**config.mk**
```make
export PLATFORM = sky130hd
export DESIGN_NAME = instruction_fetch
export DESIGN_NICKNAME = d
export VERILOG_FILES = /design/src/rtl/harvard_pkg.sv /design/src/rtl/instruction_fetch_pc.sv /design/src/rtl/instruction_fetch.sv
export SDC_FILE = /design/constraint.sdc
export NUM_CORES = 1
export LEC_CHECK = 0
export CAP_MARGIN = 10
export CORE_MARGIN = 1.5
export CORE_UTILIZATION = 36
export DETAILED_ROUTE_END_ITERATION = 7
export GPL_ROUTABILITY_DRIVEN = 0
export PLACE_DENSITY = 0.8
export SLEW_MARGIN = 20
export SYNTH_ARGS = -nofsm -noshare
export SYNTH_HDL_FRONTEND = slang
export SYNTH_HIERARCHICAL = 1
export SYNTH_SLANG_ARGS = --single-unit
```
**constraint.sdc**
```tcl
create_clock -name ClockInput -period 1.88 [get_ports ClockInput]
set_input_delay 0.376 -clock ClockInput [delete_from_list [all_inputs] [get_ports ClockInput]]
set_output_delay 0.376 -clock ClockInput [all_outputs]
set_load 0.05 [all_outputs]
```
**src/rtl/harvard_pkg.sv**
```systemverilog
// Shared definitions for the Harvard core front end.
// Holds the program word layout, the default HALT opcode and the fetch
// state encoding shared by the fetch unit and its bench.
package harvard_pkg;

   localparam int unsigned WORD_WIDTH    = 22;
   localparam int unsigned OPCODE_MSB    = 21;
   localparam int unsigned OPCODE_LSB    = 17;
   localparam int unsigned ADDRMODE_BIT  = 16;
   localparam int unsigned OPERAND_MSB   = 15;
   localparam int unsigned OPERAND_LSB   = 0;
   localparam int unsigned OPCODE_WIDTH  = OPCODE_MSB - OPCODE_LSB + 1;
   localparam int unsigned OPERAND_WIDTH = OPERAND_MSB - OPERAND_LSB + 1;

   localparam logic [OPCODE_WIDTH-1:0] HALT_OPCODE_DEFAULT = 5'b11111;

   typedef enum logic [2:0] {
      FETCH_IDLE,
      FETCH_ISSUE,
      FETCH_CAPTURE,
      FETCH_DELIVER,
      FETCH_HALT
   } fetch_state_e;

   function automatic logic [OPCODE_WIDTH-1:0] opcode_of(input logic [WORD_WIDTH-1:0] word);
      return word[OPCODE_MSB:OPCODE_LSB];
   endfunction

   function automatic logic [OPERAND_WIDTH-1:0] operand_of(input logic [WORD_WIDTH-1:0] word);
      return word[OPERAND_MSB:OPERAND_LSB];
   endfunction

endpackage

```
**src/rtl/instruction_fetch_pc.sv**
```systemverilog
// program_counter: fetch address register.
// Ports:
//   clk_i        clock, state on posedge
//   rst_ni       asynchronous active-low reset, loads RESET_VECTOR
//   load_i       load load_value_i (takes priority over increment)
//   load_value_i new PC value
//   inc_i        advance by one, wrapping modulo 2**ADDR_WIDTH
//   pc_o         current PC
// With neither load_i nor inc_i the PC holds.
module program_counter #(
   parameter int unsigned            ADDR_WIDTH   = 8,
   parameter logic [ADDR_WIDTH-1:0]  RESET_VECTOR = '0
) (
   input  logic                  clk_i,
   input  logic                  rst_ni,
   input  logic                  load_i,
   input  logic [ADDR_WIDTH-1:0] load_value_i,
   input  logic                  inc_i,
   output logic [ADDR_WIDTH-1:0] pc_o
);

   logic [ADDR_WIDTH-1:0] pc_q;
   logic [ADDR_WIDTH-1:0] pc_d;

   always_comb begin
      pc_d = pc_q;
      if (load_i) begin
         pc_d = load_value_i;
      end else if (inc_i) begin
         pc_d = pc_q + ADDR_WIDTH'(1);
      end
   end

   always_ff @(posedge clk_i or negedge rst_ni) begin
      if (!rst_ni) begin
         pc_q <= RESET_VECTOR;
      end else begin
         pc_q <= pc_d;
      end
   end

   assign pc_o = pc_q;

endmodule

```
**src/rtl/instruction_fetch.sv**
```systemverilog
// instruction_fetch: walks the program ROM (1-cycle synchronous read) and
// hands opcode / addressing mode / operand to the decoder.
// Ports:
//   ClockInput / ResetInput     clock, async active-low reset
//   ProgramAddressOutput        ROM address (always the PC)
//   ProgramDataInput            ROM word, valid the cycle after the address
//   OpecodeOutput, AddressingModeOutput, OperandOutput  captured fields
//   InstructionValidOutput      fields valid; accepted when StallInput=0
//   StallInput                  decoder not ready, hold instruction and PC
//   BranchTakenInput/BranchTargetInput  redirect fetch (low ADDR_WIDTH bits)
//   HaltedOutput                fetch stopped after delivering HALT_OPCODE
module instruction_fetch
   import harvard_pkg::*;
#(
   parameter int unsigned              ADDR_WIDTH   = 8,
   parameter logic [ADDR_WIDTH-1:0]    RESET_VECTOR = '0,
   parameter logic [OPCODE_WIDTH-1:0]  HALT_OPCODE  = HALT_OPCODE_DEFAULT
) (
   input  logic                     ClockInput,
   input  logic                     ResetInput,
   output logic [ADDR_WIDTH-1:0]    ProgramAddressOutput,
   input  logic [WORD_WIDTH-1:0]    ProgramDataInput,
   output logic [OPCODE_WIDTH-1:0]  OpecodeOutput,
   output logic                     AddressingModeOutput,
   output logic [OPERAND_WIDTH-1:0] OperandOutput,
   output logic                     InstructionValidOutput,
   input  logic                     StallInput,
   input  logic                     BranchTakenInput,
   input  logic [15:0]              BranchTargetInput,
   output logic                     HaltedOutput
);

   fetch_state_e state_q, state_d;

   logic                     valid_q,  valid_d;
   logic                     halted_q, halted_d;
   logic [OPCODE_WIDTH-1:0]  opcode_q;
   logic                     mode_q;
   logic [OPERAND_WIDTH-1:0] operand_q;

   logic capture;
   logic pc_load;
   logic pc_inc;
   logic [ADDR_WIDTH-1:0] pc;

   generate
      if (ADDR_WIDTH < 16) begin : g_unused_target
         logic unused_target_bits;
         assign unused_target_bits = ^BranchTargetInput[15:ADDR_WIDTH];
      end
   endgenerate

   program_counter #(
      .ADDR_WIDTH  (ADDR_WIDTH),
      .RESET_VECTOR(RESET_VECTOR)
   ) u_pc (
      .clk_i       (ClockInput),
      .rst_ni      (ResetInput),
      .load_i      (pc_load),
      .load_value_i(BranchTargetInput[ADDR_WIDTH-1:0]),
      .inc_i       (pc_inc),
      .pc_o        (pc)
   );

   // A branch in ISSUE/CAPTURE/DELIVER always wins: the in-flight ROM word
   // is dropped by returning to ISSUE, and it overrides stall and HALT.
   always_comb begin
      state_d  = state_q;
      valid_d  = valid_q;
      halted_d = halted_q;
      capture  = 1'b0;
      pc_load  = 1'b0;
      pc_inc   = 1'b0;
      unique case (state_q)
         FETCH_IDLE: begin
            state_d = FETCH_ISSUE;
         end
         FETCH_ISSUE: begin
            if (BranchTakenInput) begin
               pc_load = 1'b1;
               state_d = FETCH_ISSUE;
            end else begin
               state_d = FETCH_CAPTURE;
            end
         end
         FETCH_CAPTURE: begin
            if (BranchTakenInput) begin
               pc_load = 1'b1;
               valid_d = 1'b0;
               state_d = FETCH_ISSUE;
            end else begin
               capture = 1'b1;
               valid_d = 1'b1;
               pc_inc  = 1'b1;
               state_d = FETCH_DELIVER;
            end
         end
         FETCH_DELIVER: begin
            if (BranchTakenInput) begin
               pc_load = 1'b1;
               valid_d = 1'b0;
               state_d = FETCH_ISSUE;
            end else if (!StallInput) begin
               valid_d = 1'b0;
               if (opcode_q == HALT_OPCODE) begin
                  halted_d = 1'b1;
                  state_d  = FETCH_HALT;
               end else begin
                  state_d  = FETCH_ISSUE;
               end
            end
         end
         FETCH_HALT: begin
            valid_d  = 1'b0;
            halted_d = 1'b1;
         end
         default: begin
            valid_d = 1'b0;
            state_d = FETCH_IDLE;
         end
      endcase
   end

   always_ff @(posedge ClockInput or negedge ResetInput) begin
      if (!ResetInput) begin
         state_q   <= FETCH_IDLE;
         valid_q   <= 1'b0;
         halted_q  <= 1'b0;
         opcode_q  <= '0;
         mode_q    <= 1'b0;
         operand_q <= '0;
      end else begin
         state_q  <= state_d;
         valid_q  <= valid_d;
         halted_q <= halted_d;
         if (capture) begin
            opcode_q  <= opcode_of(ProgramDataInput);
            mode_q    <= ProgramDataInput[ADDRMODE_BIT];
            operand_q <= operand_of(ProgramDataInput);
         end
      end
   end

   assign ProgramAddressOutput   = pc;
   assign OpecodeOutput          = opcode_q;
   assign AddressingModeOutput   = mode_q;
   assign OperandOutput          = operand_q;
   assign InstructionValidOutput = valid_q;
   assign HaltedOutput           = halted_q;

endmodule

```
==> results.yml <==
yosys:
  synth.distinct_cells: 30
  syn_avg_cell_area_um2: 12.7
  synth_most_common_cell: "dfrtp_1"
  synth_flop_cell: "dfrtp_1"
  synth_top_area_share_pct: 57.1
  synth_edf_count: 0
  synth_area_leaders: "dfrtp_1, mux2_2, nand2_1"
  synth_area_leader_cell: "dfrtp_1"
  synth_sequential_area_ratio_pct: 57.1
  async_reset_ff_share_pct: 100
  postSynthCellCount: 121
  syn-num-nets: 164
  netlist_area_um2: 1530
  synth_seq_cells: 35
  synthTopCellsByCount: "dfrtp_1, mux2_2, nand2_1"
  ys_warn_count: 6
worst_setup_path:
  crit_family: "buffers and inverters"
  reg2reg_setup_slack_ns: 0.21
  crit_arrival_ns: 1.45
  endpoint_kind: "primary output"
  crit_type: "flip-flop to primary output"
  crit_path_max_incr_delay_ns: 0.82
  worstPathMaxFanout: 2
  cp.required_ns: 1.50
  cp_slowest_cell: "clkdlybuf4s50_1"
  cp_cell_sequence: "clkdlybuf4s50_1"
  cp-start-kind: "flip-flop"
  critPathBufInv: 1
place:
  place_hpwl_um: 2590
  placedInstanceArea_um2: 2250
  port_buffers: 65
floorplanning:
  fp.dieH_um: 68.3
  die_w_um: 68.3
  io_pins: 74
  rows: 23
  die_area_um2: 4660
  design.core.area_um2: 4060
  initial_core_util_pct: 37.8
drt:
  via_per_inst: 4.83
  drc: 0
  wl_per_cell_um: 14.0
  postRouteAntennaNets: 0
  drt_pre_antenna_iters: 4
  wirelength_um: 3480
  drtIter0Drc: 49
  vias: 1203
sta:
  max_freq_ghz: 0.547
  relSlewSlack_pct: 65.3
  final-max-slew-violation-count: 0
  post-route-min-period_ns: 1.83
  rsz0062_at_grt: "no"
  fin_crit_sh_pct: 97.2
  skew_ns: 0.00873
  setup_viol: 0
  hold_viol_final: 0
  worst_pin_slew_ns: 0.518
final_layout:
  antenna_cells: 0
  drive_gt1_share_pct: 32.2
  area_growth_syn_to_layout_pct: 55.5
  nets: 241
  postLayoutCellArea_um2: 2380
global_routing:
  grt_usage_pct: 16.8
  grt_pass1_vias: 1173
  grt_pass1_wl_um: 5640
  grt_start_max_net_pins: 36
  antenna_found_initial: 0
  overflow: 0
clock_network:
  clock_sinks: 35
  cts_max_path_buffers: 2
  cts_root_buffer: "clkbuf_8"
  cts_tree: "yes"
  cts_inserted_buffers: 5
  cts_setup_buffers: 0
  cts.repair.resized: 0
  path_clk_slew_ns: 0.07
  htreeDepth: 2
  clock_latency_ns: 0.29
  cts_hold_buf: 0
run_status:
  outcome: "completed"
pwr:
  power_uw: 3360
  peakVddDrop_mv: 0.655
  power_density_nw_per_um2: 1410
  p_leak_uw: 0.00103
job:
  cap_viol_max_count: 0
worst_hold_path:
  hp-class: "flip-flop to flip-flop"
## through the flow
step	cells	utilization, %	setup WS [ns]	hold slack (ns)	setup TNS, ns
after floorplan	121	-	0.0352	0.0804	0
after global placement	241	55.4	-0.0374	0.452	-0.741
after detailed placement	241	55.4	-0.0518	0.455	-0.497
after CTS	249	58.6	0.0247	0.474	0
after global routing	249	58.7	0.000160	0.485	0
final	249	58.7	0.0525	0.468	0
## registers in the layout (all words and copies together), names as in the netlist
name,count
InstructionValidOutput,1
u_pc/pc_o,8
OperandOutput,16
OpecodeOutput,5
AddressingModeOutput,1
HaltedOutput,1
state_q,3
## placed cells by master (no fill, tap or decap), drive strengths merged
cell,count
ha,1
nand3,5
mux2,22
or2,1
or3b,1
nand4,3
a21oi,1
mux2i,1
o21ai,8
xor2,3
nand3b,1
dlymetal6s2s,2
nor2b,4
nand4b,1
nand2,13
a221oi,1
xnor2,1
nor3,1
clkdlybuf4s50,43
bufinv,2
dfrtp,35
or4,3
nor3b,1
nor2,4
clkbuf,6
a21o,1
nand2b,2
buf,30
nor4,1
o41ai,1
## where the power goes
part / switching (uW) / internal, uW / leakage (uW) / total, uW
registers: 143 / 956 / 0.000418 / 1100
logic: 932 / 527 / 0.000546 / 1460
clock network: 276 / 530 / 0.0000654 / 807
total: 1350 / 2010 / 0.00103 / 3360
## logic make-up (layout without fill, tap and decap cells)
| family | count (synthesis) | in the layout | synth area share, % |
|---|---|---|---|
| and+or+nand+nor | 41 | 41 | 15.9 |
| DFF | 35 | 35 | 57.1 |
| muxes | 23 | 23 | 16.8 |
| AOI/OAI and AO/OA | 12 | 12 | 4.57 |
| buffers and inverters | 5 | 83 | 2.45 |
| xor gates and xnor gates | 4 | 4 | 2.29 |
| adders and majority gates | 1 | 1 | 0.816 |
## worst paths after layout
kind | depth (start not counted) | to | start
min in group asynchronous | 2 | OperandOutput[0] | ResetInput
max in group asynchronous | 2 | InstructionValidOutput | ResetInput
worst min-delay path | 1 | HaltedOutput | HaltedOutput
worst max register to register | 6 | u_pc/pc_o[5] | state_q[0]
worst min register to register | 1 | HaltedOutput | HaltedOutput
worst max-delay path | 1 | OperandOutput[15] | OperandOutput[15]
## layout make-up
type / count / area [um^2]
Fill cell: 352 / 1670
Clock inverter: 2 / 60.1
Multi-Input combinational cell: 81 / 632
Sequential cell: 35 / 876
Tap cell: 50 / 62.6
Clock buffer: 6 / 72.6
Timing Repair Buffer: 75 / 681
## per-layer routing
layer / GRT usage [%] / wire [um] / up-vias
li1: - / - / 589
met1: 20.2 / 1490 / 592
met2: 28.2 / 1850 / 20
met3: 5.26 / 107 / 2
met4: 6.00 / 33 / 0
met5: 0 / 0 / -
(Power assumes the default switching activity.)
